### src/rtl/adc_spi_cfg.sv
// adc_spi_cfg -- SPI configuration master for the LTC2151 serial port.
//
// Sends 16-bit mode-0 frames (R/W, A6..A0, D7..D0, MSB first) either for a
// host request or from an external init table walked via tbl_idx.
//
// Optional feature (macro ADC_CFG_VERIFY_EN): every init write is followed by
// a read of the same address; a readback differing from tbl_data sets the
// sticky err flag. Without the macro no verify frames are sent and err is 0.
//
// Ports:
//   CLK_IN, RST_IN            clock, synchronous active-low reset
//   init_start                pulse: run the init table (ignored while busy)
//   tbl_idx / tbl_addr, tbl_data   table index out, entry contents in
//   req_valid/req_ready, req_rw, req_addr, req_wdata   host request
//   rdata, rvalid             host read result (rvalid one-cycle pulse)
//   busy, init_done, err      status
//   ADC_nCS, ADC_SCK, ADC_SDI, ADC_SDO, ADC_PnS   ADC serial port
module adc_spi_cfg #(
  parameter int unsigned CLK_DIV = 4,
  parameter int unsigned NREG    = 5
) (
  input  logic       CLK_IN,
  input  logic       RST_IN,
  input  logic       init_start,
  output logic [3:0] tbl_idx,
  input  logic [6:0] tbl_addr,
  input  logic [7:0] tbl_data,
  input  logic       req_valid,
  input  logic       req_rw,
  input  logic [6:0] req_addr,
  input  logic [7:0] req_wdata,
  output logic       req_ready,
  output logic [7:0] rdata,
  output logic       rvalid,
  output logic       busy,
  output logic       init_done,
  output logic       err,
  output logic       ADC_nCS,
  output logic       ADC_SCK,
  output logic       ADC_SDI,
  input  logic       ADC_SDO,
  output logic       ADC_PnS
);

  typedef enum logic [2:0] {
    S_IDLE, S_LOAD, S_CS_SETUP, S_SHIFT, S_CS_HOLD, S_GAP
  } state_e;

  typedef enum logic [1:0] {
    SRC_HOST, SRC_INIT, SRC_VERIFY
  } src_e;

  // LOAD already has nCS low, so it counts as the first setup cycle.
  localparam logic [8:0] SETUP_LAST = 9'(CLK_DIV - 2);
  localparam logic [8:0] HALF_LAST  = 9'(CLK_DIV - 1);
  localparam logic [8:0] GAP_LAST   = 9'(2 * CLK_DIV - 1);
  localparam logic [3:0] IDX_LAST   = 4'(NREG - 1);

  state_e      state_q;
  src_e        src_q;
  logic [8:0]  div_q;
  logic [3:0]  bit_q;
  logic [15:0] shreg_q;
  logic [7:0]  rx_q;
  logic        rd_q;
  logic [3:0]  idx_q;
  logic        ncs_q;
  logic        sck_q;
  logic        sdi_q;
  logic        busy_q;
  logic        rdy_q;
  logic        rvalid_q;
  logic        done_q;
  logic [7:0]  rdata_q;
`ifdef ADC_CFG_VERIFY_EN
  logic        err_q;
`endif

  logic [15:0] tbl_frame_d;

  always_comb begin
    tbl_frame_d = {1'b0, tbl_addr, tbl_data};
    if (src_q == SRC_VERIFY) begin
      tbl_frame_d = {1'b1, tbl_addr, 8'h00};
    end
  end

  always_ff @(posedge CLK_IN) begin
    if (!RST_IN) begin
      state_q  <= S_IDLE;
      src_q    <= SRC_HOST;
      div_q    <= '0;
      bit_q    <= '0;
      shreg_q  <= '0;
      rx_q     <= '0;
      rd_q     <= 1'b0;
      idx_q    <= '0;
      ncs_q    <= 1'b1;
      sck_q    <= 1'b0;
      sdi_q    <= 1'b0;
      busy_q   <= 1'b0;
      rdy_q    <= 1'b0;
      rvalid_q <= 1'b0;
      done_q   <= 1'b0;
      rdata_q  <= '0;
`ifdef ADC_CFG_VERIFY_EN
      err_q    <= 1'b0;
`endif
    end else begin
      rvalid_q <= 1'b0;
      done_q   <= 1'b0;
      case (state_q)
        S_IDLE: begin
          if (init_start) begin
            src_q   <= SRC_INIT;
            idx_q   <= '0;
`ifdef ADC_CFG_VERIFY_EN
            err_q   <= 1'b0;
`endif
            rdy_q   <= 1'b0;
            busy_q  <= 1'b1;
            ncs_q   <= 1'b0;
            state_q <= S_LOAD;
          end else if (req_valid && rdy_q) begin
            // Host frame is captured here; table frames are built in LOAD.
            src_q   <= SRC_HOST;
            rd_q    <= req_rw;
            shreg_q <= {req_rw, req_addr, (req_rw ? 8'h00 : req_wdata)};
            rdy_q   <= 1'b0;
            busy_q  <= 1'b1;
            ncs_q   <= 1'b0;
            state_q <= S_LOAD;
          end else begin
            rdy_q <= 1'b1;
          end
        end

        S_LOAD: begin
          if (src_q != SRC_HOST) begin
            shreg_q <= tbl_frame_d;
          end
          div_q   <= '0;
          state_q <= S_CS_SETUP;
        end

        S_CS_SETUP: begin
          if (div_q == SETUP_LAST) begin
            div_q   <= '0;
            bit_q   <= '0;
            sdi_q   <= shreg_q[15];
            state_q <= S_SHIFT;
          end else begin
            div_q <= div_q + 9'd1;
          end
        end

        S_SHIFT: begin
          if (div_q == HALF_LAST) begin
            div_q <= '0;
            if (!sck_q) begin
              sck_q <= 1'b1;
              // bit_q[3] marks the data half (bits 8..15) of the frame.
              if (bit_q[3]) begin
                rx_q <= {rx_q[6:0], ADC_SDO};
              end
            end else begin
              sck_q <= 1'b0;
              if (bit_q == 4'd15) begin
                sdi_q   <= 1'b0;
                state_q <= S_CS_HOLD;
                if (src_q == SRC_HOST && rd_q) begin
                  rdata_q  <= rx_q;
                  rvalid_q <= 1'b1;
                end
`ifdef ADC_CFG_VERIFY_EN
                if (src_q == SRC_VERIFY && rx_q != tbl_data) begin
                  err_q <= 1'b1;
                end
`endif
              end else begin
                bit_q   <= bit_q + 4'd1;
                shreg_q <= {shreg_q[14:0], 1'b0};
                sdi_q   <= shreg_q[14];
              end
            end
          end else begin
            div_q <= div_q + 9'd1;
          end
        end

        S_CS_HOLD: begin
          if (div_q == HALF_LAST) begin
            div_q   <= '0;
            ncs_q   <= 1'b1;
            state_q <= S_GAP;
          end else begin
            div_q <= div_q + 9'd1;
          end
        end

        S_GAP: begin
          if (div_q == GAP_LAST) begin
            div_q <= '0;
            if (src_q == SRC_HOST) begin
              busy_q  <= 1'b0;
              rdy_q   <= 1'b1;
              state_q <= S_IDLE;
            end
`ifdef ADC_CFG_VERIFY_EN
            else if (src_q == SRC_INIT) begin
              // Read back the entry just written; tbl_idx stays put.
              src_q   <= SRC_VERIFY;
              ncs_q   <= 1'b0;
              state_q <= S_LOAD;
            end
`endif
            else if (idx_q == IDX_LAST) begin
              done_q  <= 1'b1;
              idx_q   <= '0;
              busy_q  <= 1'b0;
              rdy_q   <= 1'b1;
              state_q <= S_IDLE;
            end else begin
              idx_q   <= idx_q + 4'd1;
              src_q   <= SRC_INIT;
              ncs_q   <= 1'b0;
              state_q <= S_LOAD;
            end
          end else begin
            div_q <= div_q + 9'd1;
          end
        end

        default: begin
          state_q <= S_IDLE;
        end
      endcase
    end
  end

  assign tbl_idx   = idx_q;
  assign req_ready = rdy_q & ~init_start;
  assign rdata     = rdata_q;
  assign rvalid    = rvalid_q;
  assign busy      = busy_q;
  assign init_done = done_q;
`ifdef ADC_CFG_VERIFY_EN
  assign err       = err_q;
`else
  assign err       = 1'b0;
`endif
  assign ADC_nCS   = ncs_q;
  assign ADC_SCK   = sck_q;
  assign ADC_SDI   = sdi_q;
  assign ADC_PnS   = 1'b0;

endmodule

### config.mk
export PLATFORM = sky130hd
export DESIGN_NAME = adc_spi_cfg
export DESIGN_NICKNAME = d
export VERILOG_FILES = /design/src/rtl/adc_spi_cfg.sv
export SDC_FILE = /design/constraint.sdc
export NUM_CORES = 1
export LEC_CHECK = 0
export CAP_MARGIN = 10
export CORE_MARGIN = 8
export CORE_UTILIZATION = 45
export DETAILED_ROUTE_END_ITERATION = 8
export PLACE_DENSITY = 0.73
export SLEW_MARGIN = 20
export SYNTH_ARGS = -nofsm -noshare
export SYNTH_HDL_FRONTEND = slang
export SYNTH_SLANG_ARGS = --single-unit
export TNS_END_PERCENT = 30
### constraint.sdc
create_clock -name CLK_IN -period 2.5 [get_ports CLK_IN]
set_clock_uncertainty 0.1 [all_clocks]
set_input_delay 0.375 -clock CLK_IN [delete_from_list [all_inputs] [get_ports CLK_IN]]
set_output_delay 0.375 -clock CLK_IN [all_outputs]
set_load 0.05 [all_outputs]
==> impl_metrics.ini, run 1 <==
[outcome]
status = completed

[synth]
syn_avg_cell_area_sq_um = 8.30
ys_types = 47
synthCells = 369
syn-cell-area_sq_um = 3060
synthTopCellsByArea = dfxtp_1, mux2i_1, nor2_1
yosysSeqAreaShare = 0.399
synth_top_cell_area_share = 0.399
synth-warning-count = 0
async_flop_share = 0
synthFlopType = dfxtp_1
synth_edf_count = 0
yosysTopAreaCell = dfxtp_1
yosys_register_bits = 61

[critical_path]
cpPeakStageDelay_ns = 0.57
crit_required_ns = 2.69
path_cells = or4_1 -> buf_4 -> o31ai_1 -> o21ai_0 -> or4_1 -> nand3_1
regToRegSetupSlack_ns = 0.11
startpoint_type = flip-flop
reg2reg_to = ADC_nCS
critical_path_class = flip-flop to flip-flop
cp-end-kind = flip-flop
cpMostUsedCell = or4_1
ff2ff_path_depth = 6
r2r-start = div_q[4]
cp_slowest_cell = or4_1
critical_path.max_fanout = 6
worstPathArrival_ns = 2.58

[die]
die_w_um = 98.5
coreArea_sq_um = 6680
initial_core_util = 0.458
core.rowCount = 30
die_h_um = 98.5
pin_count = 57
die-area_sq_um = 9700

[route]
drt_iter0_drc = 129
drc = 0
via_per_inst = 5.46
routedWlPerCell_um = 14.9
vias = 2816
ant_nets = 0
wl_mm = 7.70
first_pass_iters = 5

[final_layout]
stdcell_count = 516
areaGrowthSynthToFinish_pct = 30.9
final_common_cell = dfxtp_1
drive_gt1_frac = 0.115
final_nets = 472
final_cell_mix = dfxtp_1, nor2_1, clkdlybuf4s50_1
design_area_sq_um = 4010
num_antenna_cells = 0

[clock_tree]
clock_path_buffers = 2
htreeDepth = 3
cts_tree = yes
clkLatencyLatePin_ns = 0.35
path_clk_slew_ns = 0.07
cts_made_buffers = 9
postCtsSetupRepairBufs = 0
clock-sinks = 61
cts-root-buf = clkbuf_8

[grt]
grt_pass1_wl_mm = 13.0
overflow = 0
grt_start_max_net_pins = 32
antenna_found_initial = 0
grt_pass1_vias = 2701
grt_use_total = 0.164

[worst_hold_path]
holdPathEnd = bit_q[1]
worstHoldStart = bit_q[1]
hold_path.class = flip-flop to flip-flop
min_path_cells = 2

[sta]
slew_headroom = 0.633
period_share = 0.956
setup_viol = 0
tightest_slew_ns = 0.548
maxSlewViolCount = 0
hold_slack_ns = 0.390
grt_setup_unrepaired = no
timing.final.hold_violations = 0
fin_crit_ns = 2.39
fmax_ghz = 0.418

[placement]
hpwl_mm = 5.54
placedCellCount = 500
routabilityCongestion = 0.879
numPortBuffers = 54
place_area_sq_um = 3770

[power]
max-vdd-ir-drop_mv = 0.520
power.density_nw_per_um2 = 874
leakage_nw = 1.61

[flow_run]
drv_cap = 0
metal layers:
metal	up-vias	GRT usage	routed length (um)
met5	-	0	0
met4	0	0.0673	108
met3	11	0.0578	338
met2	64	0.268	3750
met1	1310	0.192	3500
li1	1431	-	-
power breakdown:
part	internal [mW]	switching [mW]
registers	1.14	0.115
clock network	0.592	0.390
logic	0.548	0.723
total	2.28	1.23
synth_stat cells (6+ instances only):
| master | instances |
|---|---|
| mux2i_1 | 38 |
| nand3_1 | 12 |
| nand2_1 | 39 |
| nor2_1 | 56 |
| a211oi_1 | 13 |
| and3_1 | 6 |
| inv_1 | 7 |
| a31oi_1 | 11 |
| a21oi_1 | 12 |
| nor3_1 | 7 |
| clkbuf_1 | 17 |
| o21ai_0 | 22 |
| dfxtp_1 | 61 |
final cells by class:
class                   count  area, sq um
clock inverters             3         68.8
flip-flops and latches     61         1220
repair buffers             75          708
multi-input cells         276         1730
clock buffers              13          149
fillers                   588         2670
inverters                   8         30.0
well taps                  80          100
critical path: cells and delay by family, from the launching register on:
kind            cells  cell delay (ns)
flops               1             0.36
compound gates      2             0.59
simple gates        3             1.11
buf+inv             1             0.18
cell families (layout without fill, tap and decap cells):
kind of cell,count (synthesis),count (layout),share of synthesized area
AND/OR/NAND/NOR,149,149,0.229
AO/OA/AOI/OAI,75,75,0.161
flip-flops,61,61,0.399
multiplexers,38,38,0.124
buffers and inverters,33,99,0.0449
XOR/XNOR,7,7,0.0200
adder cells (fa/ha/maj),5,5,0.0204
other,1,2,0.00122
worst max path at each step:
stage | startpoint | end | slack, ns | depth (start not counted)
after global routing | div_q[4] | ADC_nCS | 0.003 | 6
after floorplan | div_q[0] | tbl_idx[2] | -0.002 | 7
final | div_q[4] | ADC_nCS | 0.11 | 6
after global placement | div_q[1] | tbl_idx[2] | 0.06 | 6
after detailed placement | div_q[1] | tbl_idx[2] | 0.007 | 7
after CTS | div_q[1] | tbl_idx[0] | 0.004 | 6
metrics by stage:
stage	util	total power, mW	setup WS (ns)	TNS [ns]
after floorplan	-	2.15	-0.00204	-0.00408
after CTS	0.597	3.50	0.00443	0
final	0.600	3.50	0.109	0
after global routing	0.600	3.71	0.00349	0
after global placement	0.564	2.50	0.0582	0
after detailed placement	0.564	2.52	0.00729	0
repair_timing:
item	in CTS	in global routing
setup endpoints to repair	2	27
pin swaps	0	0
hold buffers	0	0
gates resized for setup	2	6
flip-flops by register name, summed over array words and instances, names as in the netlist, 3 cells and up:
| register | count |
|---|---|
| tbl_idx | 4 |
| div_q | 9 |
| rdata | 8 |
| state_q | 3 |
| shreg_q | 16 |
| bit_q | 4 |
| rx_q | 8 |
(Power assumes the default switching activity.)
==> run 2: changes to the inputs <==
--- a/config.mk
+++ b/config.mk
@@ -7,9 +7,9 @@
 export LEC_CHECK = 0
 export CAP_MARGIN = 10
 export CORE_MARGIN = 8
-export CORE_UTILIZATION = 45
+export CORE_UTILIZATION = 40
 export DETAILED_ROUTE_END_ITERATION = 8
-export PLACE_DENSITY = 0.73
+export PLACE_DENSITY = 0.66
 export SLEW_MARGIN = 20
 export SYNTH_ARGS = -nofsm -noshare
 export SYNTH_HDL_FRONTEND = slang
==> impl_metrics.ini, run 2 (synthesis gave the netlist of run 1 again) <==
[grt]
grt_use_total = 0.152
grt_pass1_vias = 2743
antenna_found_initial = 0
grt_start_max_net_pins = 32
overflow = 0
grt_pass1_wl_mm = 12.8

[sta]
fmax_ghz = 0.418
fin_crit_ns = 2.39
tightest_slew_ns = 0.540
fin_setup_tns_ns = 0
maxSlewViolCount = 0
period_share = 0.957
grt_setup_unrepaired = no
timing.final.hold_violations = 0
slew_headroom = 0.639
setup_viol = 0

[route]
routedWlPerCell_um = 14.5
wl_mm = 7.87
ant_nets = 0
vias = 2825
first_pass_iters = 4
via_per_inst = 5.21
drt_iter0_drc = 171
drc = 0

[worst_hold_path]
hold_path.class = flip-flop to flip-flop

[final_layout]
num_antenna_cells = 0
final_cell_mix = dfxtp_1, nor2_1, clkdlybuf4s50_1
regMostFlops = shreg_q
final_common_cell = dfxtp_1
top_regs = shreg_q x16, div_q x9
stdcell_count = 542
final_nets = 476
fillCellCount = 683
areaGrowthSynthToFinish_pct = 33.6
drive_gt1_frac = 0.127
largest_register_ffs = 16

[clock_tree]
ctsHoldBuffers = 0
clock_path_buffers = 2
htreeDepth = 3
cts-root-buf = clkbuf_8
path_clk_slew_ns = 0.08
postCtsSetupRepairBufs = 0
cts_made_buffers = 9
clkLatencyLatePin_ns = 0.35
clock-sinks = 61
cts_tree = yes

[die]
die-area_sq_um = 10700
initial_core_util = 0.405
core.rowCount = 32
die_w_um = 103
pin_count = 57
die_h_um = 103
coreArea_sq_um = 7570

[critical_path]
worstPathArrival_ns = 2.57
cpPeakStageDelay_ns = 0.51
path_cells = ha_4 -> or3b_2 -> or4b_4 -> a22o_1 -> or3_1 -> a21oi_1
cp-end-kind = flip-flop
crit_required_ns = 2.67
critical_path_class = flip-flop to flip-flop
cp_slowest_cell = or4b_4
startpoint_type = flip-flop
critical_path.max_fanout = 5

[placement]
hpwl_mm = 5.75
placedCellCount = 526
routabilityCongestion = 0.865
numPortBuffers = 54

[flow_run]
drv_cap = 0

[outcome]
status = completed

[power]
power.density_nw_per_um2 = 870
leakage_nw = 1.63
max-vdd-ir-drop_mv = 0.457
==> run 2: cell type report <==
type / count / area, sq um / share of cell area
clock buffers: 9 / 124 / 0.0303
clock inverters: 7 / 105 / 0.0257
inverters: 8 / 30.0 / 0.00734
multi-input cells: 276 / 1740 / 0.426
flip-flops and latches: 61 / 1220 / 0.299
well taps: 102 / 128 / 0.0312
repair buffers: 79 / 738 / 0.180
==> run 2: worst max-delay path: cells and delay by family, from the launching register on <==
kind | cells | cell delay (ns)
flip-flops | 1 | 0.37
AO/OA/AOI/OAI | 2 | 0.36
AND/OR/NAND/NOR | 3 | 1.33
adder cells (fa/ha/maj) | 1 | 0.16
==> run 2: per-layer routing <==
layer	global-route usage	vias up	routed length [um]
li1	-	1445	-
met1	0.182	1313	3550
met2	0.247	55	3830
met3	0.0509	12	339
met4	0.0578	0	144
met5	0	-	0
==> run 2: worst paths after layout <==
check	start	to	slack, ns	cells after the start
worst max-delay path	div_q[1]	tbl_idx[2]	0.11	6
worst min-delay path	bit_q[1]	bit_q[1]	0.39	2
worst max register to register	div_q[1]	tbl_idx[2]	0.11	6
worst min register to register	bit_q[1]	bit_q[1]	0.39	2
==> run 2: repair_timing <==
item,in CTS,in global routing
pin swaps,0,0
setup endpoints to repair,1,29
hold endpoints to repair,0,0
resized for setup,2,8
==> run 2: power breakdown <==
| group | internal [mW] | total (mW) | switching, mW |
|---|---|---|---|
| combinational | 0.555 | 1.28 | 0.724 |
| sequential | 1.14 | 1.26 | 0.121 |
| clock | 0.578 | 1.02 | 0.444 |
==> run 2: metrics by stage <==
step / hold slack [ns] / area, sq um / util / setup WS [ns] / power [mW]
CTS: 0.386 / 4060 / 0.536 / 0.0154 / 3.57
global route: 0.419 / 4090 / 0.541 / 0.00237 / 3.77
detailed placement: 0.375 / 3820 / 0.505 / -0.00799 / 2.54
global placement: 0.359 / 3820 / 0.505 / 0.0488 / 2.52
floorplan: 0.344 / 3070 / - / -0.00204 / 2.15
finish: 0.387 / 4090 / 0.541 / 0.108 / 3.56
